==> src/rtl/seq_restoring_divider.sv <==
// Iterative unsigned restoring divider: one quotient bit per clock behind a
// start/busy/done handshake, with a one-cycle shortcut for a zero divisor.
module seq_restoring_divider #(
    parameter int WIDTH = 8
) (
    input  logic             clk,
    input  logic             rst,
    input  logic             start,
    input  logic [WIDTH-1:0] dividend,
    input  logic [WIDTH-1:0] divisor,
    output logic             busy,
    output logic             done,
    output logic [WIDTH-1:0] quotient,
    output logic [WIDTH-1:0] remainder,
    output logic             div_by_zero
);

    localparam int CW = (WIDTH > 1) ? $clog2(WIDTH) : 1;

    typedef enum logic [1:0] {
        IDLE = 2'd0,
        DIV  = 2'd1,
        DONE = 2'd2
    } state_t;

    state_t state;
    state_t next_state;

    // Partial remainder is one bit wider than the divisor so the trial
    // subtraction can never overflow.
    logic [WIDTH:0]   p_reg;
    logic [WIDTH-1:0] q_reg;
    logic [WIDTH-1:0] d_reg;
    logic [CW-1:0]    count;

    logic [WIDTH:0]   p_shift;
    logic [WIDTH:0]   p_next;
    logic [WIDTH-1:0] q_next;
    logic             last_step;

    always_comb begin
        p_shift   = {p_reg[WIDTH-1:0], q_reg[WIDTH-1]};
        p_next    = p_shift;
        q_next    = {q_reg[WIDTH-2:0], 1'b0};
        last_step = (count == CW'(WIDTH - 1));
        if (p_shift >= {1'b0, d_reg}) begin
            p_next    = p_shift - {1'b0, d_reg};
            q_next[0] = 1'b1;
        end
    end

    always_ff @(posedge clk) begin
        if (rst) begin
            state <= IDLE;
        end else begin
            state <= next_state;
        end
    end

    always_comb begin
        next_state = state;
        busy       = 1'b0;
        done       = 1'b0;
        case (state)
            IDLE: begin
                if (start) begin
                    next_state = (divisor == '0) ? DONE : DIV;
                end
            end
            DIV: begin
                busy = 1'b1;
                if (last_step) begin
                    next_state = DONE;
                end
            end
            DONE: begin
                busy       = 1'b1;
                done       = 1'b1;
                next_state = IDLE;
            end
            default: begin
                next_state = IDLE;
            end
        endcase
    end

    // Results stay registered and untouched until the next completion.
    always_ff @(posedge clk) begin
        if (rst) begin
            p_reg       <= '0;
            q_reg       <= '0;
            d_reg       <= '0;
            count       <= '0;
            quotient    <= '0;
            remainder   <= '0;
            div_by_zero <= 1'b0;
        end else begin
            case (state)
                IDLE: begin
                    if (start) begin
                        if (divisor == '0) begin
                            quotient    <= '1;
                            remainder   <= dividend;
                            div_by_zero <= 1'b1;
                        end else begin
                            p_reg <= '0;
                            q_reg <= dividend;
                            d_reg <= divisor;
                            count <= '0;
                        end
                    end
                end
                DIV: begin
                    p_reg <= p_next;
                    q_reg <= q_next;
                    count <= count + CW'(1);
                    if (last_step) begin
                        quotient    <= q_next;
                        remainder   <= p_next[WIDTH-1:0];
                        div_by_zero <= 1'b0;
                    end
                end
                default: begin
                end
            endcase
        end
    end

endmodule
==> config.mk <==
export PLATFORM = sky130hd
export DESIGN_NAME = seq_restoring_divider
export DESIGN_NICKNAME = d
export VERILOG_FILES = /design/src/rtl/seq_restoring_divider.sv
export SDC_FILE = /design/constraint.sdc
export NUM_CORES = 1
export LEC_CHECK = 0
export CORE_MARGIN = 2
export CORE_UTILIZATION = 49
export CTS_CLUSTER_SIZE = 25
export DETAILED_ROUTE_END_ITERATION = 16
export PLACE_DENSITY_LB_ADDON = 0.1
export SLEW_MARGIN = 10
export SYNTH_ARGS = -nofsm -noshare
export SYNTH_HDL_FRONTEND = slang
export SYNTH_SLANG_ARGS = --single-unit
==> constraint.sdc <==
create_clock -name clk -period 1.9 [get_ports clk]
set_input_delay 0.38 -clock clk [delete_from_list [all_inputs] [get_ports clk]]
set_output_delay 0.38 -clock clk [all_outputs]
set_load 0.1 [all_outputs]
==> reports/metrics.json <==
{
  "cells_and_area": {
    "syn_to_final_growth_pct": 45.7,
    "final-instance-count-excl-fill": 459,
    "drive_above_1_share_pct": 37.0,
    "fin_nets": 421,
    "final_util_pct": 73.3,
    "postLayoutCellArea_mm2": 0.00369,
    "layout.filler_cells": 382,
    "antenna_cells": 0
  },
  "yosys": {
    "synth.cell_area_mm2": 0.00253,
    "synth.area.top_cells": "sky130_fd_sc_hd__dfxtp_1, sky130_fd_sc_hd__nor2_1, sky130_fd_sc_hd__a311oi_1",
    "cell_count_after_synthesis": 298,
    "synth_top_area_cell": "sky130_fd_sc_hd__dfxtp_1",
    "synth-warning-count": 0,
    "postSynthRegisterBits": 46,
    "dominantRegCellSynth": "sky130_fd_sc_hd__dfxtp_1",
    "number_of_enable_flip_flop_cells_after_synthesis": 0,
    "part_of_the_yosys_area_used_for_sequential_elements_pct": 36.3,
    "synth_area_per_cell_um2": 8.51,
    "syn-num-nets": 331,
    "yosysUniqueCellTypes": 49,
    "post-synth-top-area-fraction_pct": 36.3,
    "synth_async_sr_flop_share_pct": 0
  },
  "setup_path": {
    "start_kind": "flop",
    "cp_arrival_ns": 2.18,
    "critical_path.reg2reg.endpoint": "remainder[6]",
    "ff2ff_setup_slack_ns": -0.08,
    "critical_path.endpoint_type": "flop",
    "timing.reg2reg.worst_path_depth": 8,
    "crit_path_max_fanout": 8,
    "crit_path_max_incr_delay_ns": 0.32,
    "worst-path-buf-inv": 1,
    "critical_path.cell_chain": "inv_1, ha_4, and2b_1, a311oi_2, o311ai_2, mux2i_2, nand2_1, a31o_2",
    "required_ns": 2.10,
    "cpMaxStageDelayCell": "sky130_fd_sc_hd__dfxtp_1",
    "worst-setup-path-type": "reg -> reg",
    "critical-path-top-delay-family": "compound AO/OA/AOI/OAI gates",
    "r2r_start": "d_reg[6]"
  },
  "floorplan": {
    "initial_utilization_pct": 50.3,
    "chipWidth_um": 75.9,
    "die_area_mm2": 0.00576,
    "die_y_um": 75.9,
    "coreArea_mm2": 0.00504,
    "ioPinCount": 38,
    "std_cell_rows": 26
  },
  "timing": {
    "setup_slack_ns": -0.0764,
    "fin_crit_sh_pct": 104,
    "grt_setup_unrepaired": "true",
    "shortest_clock_period_the_worst_path_allows_after_layout_ns": 1.98,
    "setup-tns-final_ns": -0.237,
    "slew_viol_final": 0,
    "fmax_ghz": 0.506,
    "worstMarginPinSlew_ns": 0.465,
    "post_route_clock_skew_ns": 0.00423,
    "setup_viol_count_final": 6,
    "timing_hold_violations_final": 0,
    "max_transition_margin_pct": 68.9
  },
  "cts": {
    "path_clk_slew_ns": 0.09,
    "cts_buffers": 5,
    "clock_tree.root_cell": "sky130_fd_sc_hd__clkbuf_8",
    "tritoncts_clock_tree": "done",
    "ctsLongestPathBuffers": 2,
    "clock_insertion_delay_worst_skew_ns": 0.30,
    "cts.sinks": 46,
    "htree_num_levels": 2
  },
  "route": {
    "first_pass_iters": 5,
    "drt_drc_violations_left": 0,
    "drt.antenna.violating_nets": 0,
    "ratio_of_routed_vias_to_standard_cells": 5.13,
    "num_vias": 2354,
    "routed_wire_length_per_instance_um": 13.1,
    "wirelength_um": 6000,
    "initialDrtViolationCount": 94
  },
  "hold_path": {
    "min_from": "count[1]",
    "whs_path_depth": 2,
    "hold_path_endpoint": "count[1]",
    "min-delay-path-class": "reg -> reg"
  },
  "grt": {
    "groute.usage.overall_pct": 21.2,
    "grt_remaining_overflow": 0,
    "first_global_vias": 2270,
    "global_route_wire_length_before_repair_um": 10200,
    "antenna_violations_before_repair": 0,
    "grt_max_degree": 41
  },
  "place": {
    "numPlacedInstances": 440,
    "io_buffers": 37,
    "hpwl_um": 4240,
    "finalWeightedCongestion": 0.772,
    "placed_cell_areas_mm2": 0.00333
  },
  "run_status": {
    "outcome": "finished, violations left",
    "failing_checks": "negative setup slack"
  },
  "pwr": {
    "total_power_uw": 3140,
    "ir_drop_mv": 0.628,
    "power_per_cell_area_mw_per_mm2": 850,
    "p_leak_uw": 0.00151
  },
  "flow_run": {
    "drv_cap": 0
  }
}
==> cell type report <==
cell class / count / area [um2] / area share (%)
Tap cell: 70 / 87.6 / 2.37
Clock buffer: 6 / 82.6 / 2.24
Timing Repair Buffer: 101 / 902 / 24.4
Inverter: 22 / 82.6 / 2.24
Sequential cell: 46 / 932 / 25.2
Clock inverter: 2 / 12.5 / 0.339
Multi-Input combinational cell: 212 / 1590 / 43.2
==> worst max path at each step <==
stage / from / endpoint / slack (ns) / depth (start not counted)
finish: d_reg[6] / remainder[6] / -0.08 / 8
global route: d_reg[6] / remainder[6] / -0.20 / 8
CTS: q_reg[7] / remainder[6] / -0.09 / 9
detailed placement: divisor[3] / remainder[4] / -0.39 / 8
global placement: divisor[3] / quotient[2] / -0.35 / 8
floorplan: d_reg[2] / remainder[6] / 0.004 / 9
==> worst reg2reg max path, stage by stage, from the launching register on <==
cell and delay, ns:
sky130_fd_sc_hd__dfxtp_1 0.32, sky130_fd_sc_hd__inv_1 0.07, sky130_fd_sc_hd__ha_4 0.31, sky130_fd_sc_hd__and2b_1 0.21
sky130_fd_sc_hd__a311oi_2 0.29, sky130_fd_sc_hd__o311ai_2 0.17, sky130_fd_sc_hd__mux2i_2 0.23, sky130_fd_sc_hd__nand2_1 0.09
sky130_fd_sc_hd__a31o_2 0.19
==> where the power goes <==
| part | internal [uW] | switching (uW) |
|---|---|---|
| clock | 293 | 341 |
| combinational | 644 | 763 |
| sequential | 1050 | 53.0 |
==> metrics by stage <==
stage          hold slack [ns]  setup slack (ns)
2_1_floorplan            0.436           0.00424
3_3_place_gp             0.445            -0.346
3_5_place_dp             0.454            -0.392
4_1_cts                  0.465           -0.0882
5_1_grt                  0.495            -0.196
6_report                 0.461           -0.0764
==> cell usage after synthesis (2+ instances only) <==
library cell,number
sky130_fd_sc_hd__buf_2,3
sky130_fd_sc_hd__xnor2_1,2
sky130_fd_sc_hd__nand3_1,4
sky130_fd_sc_hd__nor2_1,50
sky130_fd_sc_hd__nor3_1,2
sky130_fd_sc_hd__clkbuf_1,9
sky130_fd_sc_hd__a21oi_1,15
sky130_fd_sc_hd__nand3b_1,5
sky130_fd_sc_hd__nor2b_1,6
sky130_fd_sc_hd__o311ai_0,2
sky130_fd_sc_hd__mux2_2,2
sky130_fd_sc_hd__and2_2,3
sky130_fd_sc_hd__mux2i_1,3
sky130_fd_sc_hd__nand2_1,20
sky130_fd_sc_hd__and2b_1,3
sky130_fd_sc_hd__nand2b_1,7
sky130_fd_sc_hd__nor4_4,2
sky130_fd_sc_hd__nor3b_1,2
sky130_fd_sc_hd__dfxtp_1,46
sky130_fd_sc_hd__and3_2,2
sky130_fd_sc_hd__a211oi_1,7
sky130_fd_sc_hd__o21a_1,5
sky130_fd_sc_hd__inv_1,22
sky130_fd_sc_hd__o21bai_1,2
sky130_fd_sc_hd__a311oi_1,19
sky130_fd_sc_hd__a21oi_4,2
sky130_fd_sc_hd__ha_1,13
sky130_fd_sc_hd__buf_6,5
sky130_fd_sc_hd__o21ai_0,13
sky130_fd_sc_hd__a31oi_1,3
==> cell usage in the layout, fill, tap and decap left out, types with 6 or more instances in the layout <==
cell                              synthesis  final
sky130_fd_sc_hd__clkbuf_8                 0      6
sky130_fd_sc_hd__dfxtp_2                  0      9
sky130_fd_sc_hd__a211oi_1                 7      6
sky130_fd_sc_hd__a311oi_1                19     17
sky130_fd_sc_hd__a21oi_1                 15     13
sky130_fd_sc_hd__nand2b_1                 7      7
sky130_fd_sc_hd__dfxtp_1                 46     37
sky130_fd_sc_hd__o21ai_0                 13     10
sky130_fd_sc_hd__clkdlybuf4s50_1          0     15
sky130_fd_sc_hd__ha_4                     0      7
sky130_fd_sc_hd__nand2_1                 20     18
sky130_fd_sc_hd__nor2_1                  50     50
sky130_fd_sc_hd__buf_4                    0     74
sky130_fd_sc_hd__inv_1                   22     18
==> layer usage <==
layer,vias to the layer above,track usage [%],part of all wire [%]
met1,1074,27.9,46
met2,50,36.2,48
met4,0,4.36,1.3
met3,8,4.29,4.4
li1,1222,-,-
met5,-,0,0
==> cells by family after synthesis <==
family                   Yosys count  share of synthesized area (%)
AND/OR/NAND/NOR                  111                           22.3
flip-flops                        46                           36.3
buffers and inverters             40                           7.55
multiplexers                       5                           2.07
adder cells (fa/ha/maj)           14                           7.21
AO/OA/AOI/OAI                     80                           23.9
XOR/XNOR                           2                          0.691
==> timing repair <==
item / CTS / global route
cloned: 1 / 0
pin swaps: 20 / 13
buffers inserted: 4 / 6
gates resized for setup: 34 / 13
setup endpoints to repair: 24 / 31
hold buffers: 0 / 0
No activity file was read; power rests on OpenSTA's default activity.
